**config.mk**
```make
export PLATFORM = sky130hd
export DESIGN_NAME = fifo_ctrl
export DESIGN_NICKNAME = d
export VERILOG_FILES = /design/src/rtl/fifo_ctrl.sv
export SDC_FILE = /design/constraint.sdc
export NUM_CORES = 1
export LEC_CHECK = 0
export CAP_MARGIN = 20
export CELL_PAD_IN_SITES_DETAIL_PLACEMENT = 0
export CELL_PAD_IN_SITES_GLOBAL_PLACEMENT = 2
export CORE_MARGIN = 8
export CORE_UTILIZATION = 27
export CTS_BUF_LIST = sky130_fd_sc_hd__clkbuf_16
export CTS_CLUSTER_DIAMETER = 50
export DETAILED_ROUTE_END_ITERATION = 16
export PLACE_DENSITY = 0.79
export SYNTH_ARGS = -nofsm -noshare
export SYNTH_HDL_FRONTEND = slang
export SYNTH_SLANG_ARGS = --single-unit
```
**constraint.sdc**
```tcl
create_clock -name clk -period 3.3 [get_ports clk]
set_input_delay 0.66 -clock clk [delete_from_list [all_inputs] [get_ports clk]]
set_output_delay 0.66 -clock clk [all_outputs]
set_load 0.01 [all_outputs]
```
**src/rtl/fifo_ctrl.sv**
```systemverilog
// Control unit for the 2^AW-entry register-file FIFO: pointers, occupancy, write/read decode, status and handshake.
// Optional feature: define FIFO_CTRL_SIMUL_RW_EN to allow a read and a write in the same cycle.
module fifo_ctrl #(
    parameter int AW = 3
) (
    input  logic          clk,
    input  logic          reset_n,
    input  logic          wr_en,
    input  logic          rd_en,
    output logic          we,
    output logic [AW-1:0] wr_addr,
    output logic          re,
    output logic [AW-1:0] rd_addr,
    output logic [AW:0]   data_count,
    output logic          full,
    output logic          empty,
    output logic          wr_ack,
    output logic          wr_err,
    output logic          rd_ack,
    output logic          rd_err
);

    typedef enum logic [2:0] {
        ST_INIT     = 3'd0,
        ST_NO_OP    = 3'd1,
        ST_WRITE    = 3'd2,
        ST_WR_ERROR = 3'd3,
        ST_READ     = 3'd4,
        ST_RD_ERROR = 3'd5
    } state_e;

    localparam logic [AW:0] DEPTH = {1'b1, {AW{1'b0}}};

    state_e        state_q, state_d;
    logic [AW-1:0] head_q, head_d;
    logic [AW-1:0] tail_q, tail_d;
    logic [AW:0]   count_q, count_d;
    // Side flags carry the read-half result of a simultaneous request, whose state is WRITE.
    logic          simul_rd_ack_q, simul_rd_ack_d;
    logic          simul_rd_err_q, simul_rd_err_d;

    // Per-cycle operation decision and register-file strobes.
    always_comb begin
        state_d        = ST_NO_OP;
        we             = 1'b0;
        re             = 1'b0;
        simul_rd_ack_d = 1'b0;
        simul_rd_err_d = 1'b0;
        case ({wr_en, rd_en})
            2'b10: begin
                if (!full) begin
                    we      = 1'b1;
                    state_d = ST_WRITE;
                end else begin
                    state_d = ST_WR_ERROR;
                end
            end
            2'b01: begin
                if (!empty) begin
                    re      = 1'b1;
                    state_d = ST_READ;
                end else begin
                    state_d = ST_RD_ERROR;
                end
            end
            2'b11: begin
`ifdef FIFO_CTRL_SIMUL_RW_EN
                // Legal when full: the read frees a slot at the same edge the write fills it.
                we      = 1'b1;
                state_d = ST_WRITE;
                if (!empty) begin
                    re             = 1'b1;
                    simul_rd_ack_d = 1'b1;
                end else begin
                    simul_rd_err_d = 1'b1;
                end
`else
                state_d = ST_NO_OP;
`endif
            end
            default: begin
                state_d = ST_NO_OP;
            end
        endcase
    end

    // Pointer and occupancy next-state; errors leave everything untouched.
    always_comb begin
        head_d  = head_q;
        tail_d  = tail_q;
        count_d = count_q;
        if (re) begin
            head_d = head_q + AW'(1);
        end else begin
            head_d = head_q;
        end
        if (we) begin
            tail_d = tail_q + AW'(1);
        end else begin
            tail_d = tail_q;
        end
        case ({we, re})
            2'b10:   count_d = count_q + (AW+1)'(1);
            2'b01:   count_d = count_q - (AW+1)'(1);
            default: count_d = count_q;
        endcase
    end

    // State, pointer and count registers.
    always_ff @(posedge clk or negedge reset_n) begin
        if (!reset_n) begin
            state_q        <= ST_INIT;
            head_q         <= {AW{1'b0}};
            tail_q         <= {AW{1'b0}};
            count_q        <= {(AW+1){1'b0}};
            simul_rd_ack_q <= 1'b0;
            simul_rd_err_q <= 1'b0;
        end else begin
            state_q        <= state_d;
            head_q         <= head_d;
            tail_q         <= tail_d;
            count_q        <= count_d;
            simul_rd_ack_q <= simul_rd_ack_d;
            simul_rd_err_q <= simul_rd_err_d;
        end
    end

    assign wr_addr    = tail_q;
    assign rd_addr    = head_q;
    assign data_count = count_q;
    assign full       = (count_q == DEPTH);
    assign empty      = (count_q == {(AW+1){1'b0}});

    assign wr_ack = (state_q == ST_WRITE);
    assign wr_err = (state_q == ST_WR_ERROR);
    assign rd_ack = (state_q == ST_READ) | simul_rd_ack_q;
    assign rd_err = (state_q == ST_RD_ERROR) | simul_rd_err_q;

endmodule

```
# After elaboration in Yosys (flattened, before gate mapping)
# Cells that the tools add are included.
# totals
ff_bits	13
# classes
mux	8
n_eq_ne	9
n_addsub	4
n_reduce_logical	2
# op_table
operator	n
4-bit case mux with 2 select lines	1
3-bit by 1-bit adder with 3-bit output, second input constant	2
3-bit by 2-bit == test with 1-bit output, second input constant	2
3-bit == test, second input constant	2
1-bit two-way mux	6
3-bit case mux with 2 select lines	1
4-bit by 1-bit adder with 4-bit output, second input constant	1
2-bit by 1-bit == test with 1-bit output, second input constant	2
2-bit == test, second input constant	2
4-bit == test, second input constant	1
4-bit logical NOT	1
4-bit by 1-bit subtractor with 4-bit output, second input constant	1
2-bit nonzero test	1

# Logic depth before layout (Yosys ltp)
# Gate-level depths: netlist of the first run.
# depth
word_depth	5
ltp_mapped	8
ltp_nobuf	8

# Worst setup path before layout of the first run
# OpenSTA, ideal clock, no wires.
# synth_timing
path_kind	register to register
start	register count_q[0], in the netlist data_count[0]
end	register count_q[3], in the netlist data_count[3]
path_stages_with_launch	9
path_slack_ns	0.715
t_required_ns	3.166
synth_period_minus_slack_ns	2.585
path_buffers	1
arrival_time_ns	2.451
setup_ns	0.134
cell_sequence	dfrtp_1 > buf_6 > or4b_4 > nand2_4 > ha_1 > ha_1 > or4b_1 > o311ai_0 > o211ai_1
# synth_between
elab_chain_cells	5
# synth_lines
element	line	source
from (decl)	37	logic [AW:0] count_q, count_d;
from (signal assigned)	115	count_q <= {(AW+1){1'b0}};
from (signal assigned)	122	count_q <= count_d;
4-bit == test / 4-bit logical NOT (equally long branches)	131, 132	
1-bit two-way mux (on tied branches)	51, 59	
1-bit two-way mux	49	case ({wr_en, rd_en})
2-bit by 1-bit == test with 1-bit output / 2-bit == test (equally long branches)	102	case ({we, re})
4-bit case mux with 2 select lines / 2-bit nonzero test (equally long branches)	-	
# Parallel ways exist; a longest one is shown, timed or not.
# A chain may end at the register's enable or synchronous reset.

# Worst setup path in the final report of the first run
# layout_timing
start	input wr_en
end	register count_q[3], in the netlist data_count[3]
# layout_between
elab_chain_cells	4
# layout_lines
element	line	source
from (decl)	8	input logic wr_en,
2-bit by 1-bit == test with 1-bit output / 2-bit == test (equally long branches)	49	
1-bit two-way mux	49	
2-bit by 1-bit == test with 1-bit output / 2-bit == test (equally long branches)	102	
4-bit case mux with 2 select lines / 2-bit nonzero test (equally long branches)	-	
# Parallel ways exist; a longest one is shown, timed or not.

==> results of run 1 <==
[layer usage]
layer	track usage [%]	routed length, um	vias to the layer above
li1	-	-	282
met2	10.1	686	16
met3	3.00	128	4
met5	0	0	-
met4	3.35	30	0
met1	7.07	695	262
[how the worst min path moves through the flow]
stage                    endpoint  slack [ns]  depth (start not counted)
floorplan           data_count[0]        0.36                          0
finish                 wr_addr[2]        0.46                          1
detailed placement     rd_addr[2]        0.46                          1
CTS                    wr_addr[2]        0.47                          1
global route           wr_addr[2]        0.49                          1
global placement       wr_addr[2]        0.46                          1
[sequential cells by signal (all words and copies together) (netlist names)]
| signal | cells |
|---|---|
| rd_addr | 3 |
| state_q | 3 |
| data_count | 4 |
| wr_addr | 3 |
[kinds of logic after synthesis]
| logic type | Yosys count |
|---|---|
| AND/OR/NAND/NOR | 16 |
| XOR/XNOR | 6 |
| flip-flops | 13 |
| adder cells (fa/ha/maj) | 8 |
| AO/OA/AOI/OAI | 8 |
| multiplexers | 5 |
| buffers and inverters | 11 |
[power groups by stage]
| stage | Sequential [mW] | Clock, mW | Combinational [mW] |
|---|---|---|---|
| after floorplan | 0.323 | 0 | 0.234 |
| after global placement | 0.317 | 0 | 0.428 |
| after detailed placement | 0.318 | 0 | 0.437 |
| after CTS | 0.318 | 0.225 | 0.439 |
| after global routing | 0.327 | 0.236 | 0.479 |
| final | 0.318 | 0.222 | 0.429 |
[synthesized netlist by cell type (2+ instances only)]
| master | instances | area (um2) |
|---|---|---|
| ha_1 | 7 | 87.6 |
| xor2_1 | 2 | 17.5 |
| mux2_4 | 2 | 30.0 |
| nor3b_1 | 5 | 37.5 |
| dfrtp_1 | 13 | 325 |
| nand2_1 | 2 | 7.51 |
| mux2i_1 | 2 | 20.0 |
| xnor2_1 | 4 | 35.0 |
| inv_1 | 9 | 33.8 |
| nand3_1 | 3 | 15.0 |
| and3b_1 | 2 | 17.5 |
| a21oi_1 | 2 | 10.0 |
[worst max-delay path: stages]
cell	delay (ns)
clkdlybuf4s50_1	0.48
inv_1	0.05
ha_1	0.22
o41a_2	0.17
ha_1	0.31
ha_1	0.38
or4b_1	0.51
o311ai_0	0.11
o211ai_1	0.12
[final cells by class]
class | count | share of cell area, %
Clock buffer | 3 | 6.88
Multi-Input combinational cell | 43 | 37.0
Clock inverter | 1 | 0.344
Tap cell | 31 | 3.56
Inverter | 9 | 3.10
Timing Repair Buffer | 21 | 19.3
Sequential cell | 13 | 29.8
==> flow_metrics.env, run 1 <==
export IMPL_placed_area_mm2=0.00101
export IMPL_swShare_pct=33.7
export IMPL_final_cell_mix="clkdlybuf4s50_1, dfrtp_1, inv_1, ha_1, nor3b_1"
export IMPL_critPathLaunch="wr_en"
export IMPL_outcome="finished, final reports clean"
export IMPL_cts_setup_buffers=0
export IMPL_regToRegSetupSlack_ns=0.58
export IMPL_num_antenna_cells=0
export IMPL_final_cell_count_no_fill=121
export IMPL_grt_pass1_wl_um=2640
export IMPL_areaGrowthSynthToFinish_pct=40.2
export IMPL_yosys_mux_area_fraction_pct=7.88
export IMPL_synth_top_flop_cell="dfrtp_1"
export IMPL_p_leak_nw=0.486
export IMPL_total_power_mw=0.968
export IMPL_io_pins=22
export IMPL_avgSynthCellArea_um2=11.6
export IMPL_yosysUniqueCellTypes=26
export IMPL_routabilityCongestion=0.739
export IMPL_netlist_area_um2=778
export IMPL_overflow=0
export IMPL_fin_nets=103
export IMPL_synth_seq_cells=13
export IMPL_synth_simple_gate_area_share_pct=15.3
export IMPL_rows=19
export IMPL_ctsHoldBuffers=0
export IMPL_finalInstanceArea_mm2=0.00109
export IMPL_fp_coreArea_mm2=0.00276
export IMPL_synth_xor_area_share_pct=6.75
export IMPL_cts_tree="yes"
export IMPL_cts_sinks=13
export IMPL_cp_start_kind="input port"
export IMPL_crit_type="in2reg"
export IMPL_yosys_warnings=0
export IMPL_p_switching_mw=0.326
export IMPL_dieHeight_um=69.7
export IMPL_min_period_ns=2.90
export IMPL_endpoint_kind="register"
export IMPL_vias_per_cell=4.66
export IMPL_fin_crit_sh_pct=88.0
export IMPL_initial_core_util_pct=28.2
export IMPL_grt_max_degree=14
export IMPL_grtUsageTotal_pct=6.44
export IMPL_io_buffers=21
export IMPL_ff2ff_path_depth=7
export IMPL_hold_worst_slack_ns=0.464
export IMPL_worstPathArrival_ns=3.01
export IMPL_setup_tns_ns=0
export IMPL_dp_hpwl_um=1190
export IMPL_clkLatencyLatePin_ns=0.24
export IMPL_dr_total_vias=564
export IMPL_drive_above_1_share_pct=10.0
export IMPL_grt_pass1_vias=594
export IMPL_r2r_start="data_count[0]"
export IMPL_ir_drop_uv=560
export IMPL_cts_clk_slew_worst_paths_ns=0.04
export IMPL_cap_violations=0
export IMPL_synth_edf_count=0
export IMPL_place_inst=117
export IMPL_dieWidth_um=69.7
export IMPL_antenna_found_initial=0
export IMPL_worstSetupEndpoint="data_count[3]"
export IMPL_setup_ws_ns=0.395
export IMPL_cp_max_fo=9
export IMPL_cts_buffer_depth=2
export IMPL_critPathRequiredTime_ns=3.41
export IMPL_grt_setup_unrepaired="no"
export IMPL_max_freq_ghz=0.344
export IMPL_power_frac_seq_pct=32.8
export IMPL_cts_resized=0
export IMPL_fillers=284
export IMPL_intPower_mw=0.642
export IMPL_post_route_util_pct=39.6
export IMPL_drc_errors=0
export IMPL_synth_top_family_by_area="simple AND/OR/NAND/NOR gates"
export IMPL_relSlewSlack_pct=60.9
export IMPL_hp_start="wr_addr[2]"
export IMPL_cts_made_buffers=3
export IMPL_ys_seq_area_share_pct=41.8
export IMPL_seqCellArea_um2=325
export IMPL_final_common_cell="clkdlybuf4s50_1"
export IMPL_hold_viol_final=0
export IMPL_r2r_end="data_count[3]"
export IMPL_wirelength_um=1540
export IMPL_p_per_area_mw_per_mm2=887
export IMPL_multi_input_area_um2=404
export IMPL_cts_root_buf="clkbuf_16"
export IMPL_worst_pin_slew_ns=0.584
export IMPL_wl_per_cell_um=12.7
export IMPL_synthArstFlopShare_pct=100
export IMPL_final_antenna_net_count=0
export IMPL_setup_viol=0
export IMPL_drtIter0Drc=5
export IMPL_synth_cells=67
export IMPL_htreeDepth=1
export IMPL_p_clk_share_pct=22.9
export IMPL_dieArea_mm2=0.00486
export IMPL_synth_fa_ha_area_share_pct=13.8
export IMPL_drt_pass1_iter_count=3
export IMPL_synth_compound_area_share_pct=8.20
export IMPL_post_place_ws_ns=0.139
export IMPL_finClkSkew_ns=0.00209
export IMPL_holdCritPathClass="reg2reg"
export IMPL_power_frac_comb_pct=44.3
export IMPL_drv_slew=0
export IMPL_synth_nets=79
Power figures use the tool's default switching activity.
==> run 2: changes to the inputs <==
CORE_UTILIZATION = 26   (was 27)
PLACE_DENSITY = 0.8   (was 0.79)
clock period = 2.58 ns   (was 3.3 ns; I/O delays follow)
==> run 2 against run 1 <==
Effect of this change:
- clock power is 27% higher
- sequential share of layout area is 2.6 points lower
- utilization is 1.1 points higher
- routed wire length is 12% higher
- register-to-register slack worse by 0.40 ns
- count of clock-buffer cells in the layout stayed put
- via count is 11% higher
- global-route usage is 0.88 points higher
- flip-flop and latch count stayed put
- hold slack better by 0.0030 ns
- cell count is 11% higher
- critical path depth stayed put
- critical path type unchanged
- critical endpoint unchanged
- highest routed layer unchanged
==> flow_metrics.env, run 2 (synthesized netlist as in run 1, its figures left out) <==
export IMPL_fillers=305
export IMPL_post_route_util_pct=40.6
export IMPL_dieArea_mm2=0.00500
export IMPL_worst_pin_slew_ns=0.548
export IMPL_cp_max_fo=5
export IMPL_hold_viol_final=0
export IMPL_rows=20
export IMPL_final_common_cell="clkdlybuf4s50_1"
export IMPL_dieHeight_um=70.7
export IMPL_cp_slowest_cell="or4b_1"
export IMPL_intPower_mw=0.887
export IMPL_p_clk_share_pct=21.2
export IMPL_setup_ws_ns=0.0693
export IMPL_ctsHoldBuffers=0
export IMPL_p_per_area_mw_per_mm2=1110
export IMPL_cts_clk_slew_worst_paths_ns=0.04
export IMPL_cts_setup_buffers=0
export IMPL_drt_pass1_iter_count=2
export IMPL_fp_coreArea_mm2=0.00295
export IMPL_seqCellArea_um2=327
export IMPL_final_cell_count_no_fill=134
export IMPL_wl_per_cell_um=12.9
export IMPL_wirelength_um=1720
export IMPL_finClkSkew_ns=0.00254
export IMPL_grt_use_met1_pct=7.43
export IMPL_routabilityCongestion=0.754
export IMPL_clkLatencyLatePin_ns=0.24
export IMPL_power_frac_seq_pct=29.2
export IMPL_largest_reg_flops=4
export IMPL_power_frac_comb_pct=49.5
export IMPL_grt_setup_unrepaired="no"
export IMPL_cap_violations=0
export IMPL_drive_above_1_share_pct=23.8
export IMPL_htreeDepth=1
export IMPL_io_pins=22
export IMPL_dr_total_vias=626
export IMPL_p_leak_nw=0.565
export IMPL_areaGrowthSynthToFinish_pct=54.2
export IMPL_initial_core_util_pct=26.4
export IMPL_hold_worst_slack_ns=0.467
export IMPL_drc_errors=0
export IMPL_critPathLaunch="wr_en"
export IMPL_finalInstanceArea_mm2=0.00120
export IMPL_cts_tree="yes"
export IMPL_multi_input_area_um2=422
export IMPL_overflow=0
export IMPL_io_buffers=21
export IMPL_drv_slew=0
export IMPL_cts_sinks=13
export IMPL_max_freq_ghz=0.398
export IMPL_swShare_pct=33.1
export IMPL_r2r_start="data_count[1]"
export IMPL_cts_made_buffers=3
export IMPL_grtUsageTotal_pct=7.32
export IMPL_fin_crit_sh_pct=97.3
export IMPL_fin_nets=114
export IMPL_busiest_layer="met2"
export IMPL_ir_drop_uv=474
export IMPL_dp_hpwl_um=1400
export IMPL_dieWidth_um=70.7
export IMPL_max_stage_delay_ns=0.52
export IMPL_relSlewSlack_pct=63.4
export IMPL_cp_start_kind="input port"
export IMPL_num_antenna_cells=0
export IMPL_total_power_mw=1.33
export IMPL_endpoint_kind="register"
export IMPL_drtIter0Drc=3
export IMPL_crit_type="in2reg"
export IMPL_cts_resized=0
export IMPL_grt_pass1_vias=684
export IMPL_antenna_found_initial=0
export IMPL_crit_chain="clkdlybuf4s50_1, inv_1, ha_2, o41a_2, ha_4, ha_1, or4b_1, o311ai_0, o211ai_1"
export IMPL_outcome="finished, final reports clean"
export IMPL_grt_pass1_wl_um=3050
export IMPL_post_place_ws_ns=-0.220
export IMPL_worstPathArrival_ns=2.62
export IMPL_final_cell_mix="clkdlybuf4s50_1, dfrtp_1, buf_4, inv_1, nor3b_1"
export IMPL_holdCritPathClass="reg2reg"
export IMPL_placed_area_mm2=0.00110
export IMPL_setup_tns_ns=0
export IMPL_setup_viol=0
export IMPL_min_period_ns=2.51
export IMPL_critPathRequiredTime_ns=2.69
export IMPL_final_antenna_net_count=0
export IMPL_grt_met2_usage_pct=12.6
export IMPL_hp_start="rd_addr[2]"
export IMPL_cts_root_buf="clkbuf_16"
export IMPL_grt_use_met3_pct=2.97
export IMPL_cts_buffer_depth=2
export IMPL_vias_per_cell=4.67
export IMPL_grt_max_degree=14
export IMPL_place_inst=130
export IMPL_p_switching_mw=0.439
==> run 2: critical path, delay by kind of cell <==
kind	cells	cell delay, ns
simple gates	1	0.52
compound gates	3	0.38
fa+ha+maj	3	0.67
buf+inv	2	0.53
==> run 2: per-layer routing <==
metal	vias to the layer above	wire [um]
li1	305	-
met1	297	694
met2	19	854
met3	5	139
met4	0	33
met5	-	0
==> run 2: layout make-up <==
class                      count  area share, %
clock buffer                   3           6.26
clock inverter                 1          0.313
inverter                       9           2.82
multi-input combinational     43           35.1
sequential                    13           27.2
tap                           33           3.44
timing repair buffer          32           24.8
==> run 2: worst paths after layout <==
check / endpoint / slack (ns) / depth (start not counted)
worst max-delay path: data_count[3] / 0.07 / 9
worst min-delay path: rd_addr[2] / 0.47 / 1
worst max register to register: data_count[3] / 0.18 / 7
worst min register to register: rd_addr[2] / 0.47 / 1
max in group asynchronous: data_count[0] / 1.55 / 1
min in group asynchronous: wr_addr[2] / 0.64 / 1
==> run 2: power groups by stage <==
stage          combinational (mW)  sequential (mW)  clock (mW)
6_report                    0.657            0.388       0.281
3_5_place_dp                0.660            0.391           0
4_1_cts                     0.663            0.389       0.288
2_1_floorplan               0.300            0.413           0
3_3_place_gp                0.647            0.387           0
5_1_grt                     0.732            0.403       0.298
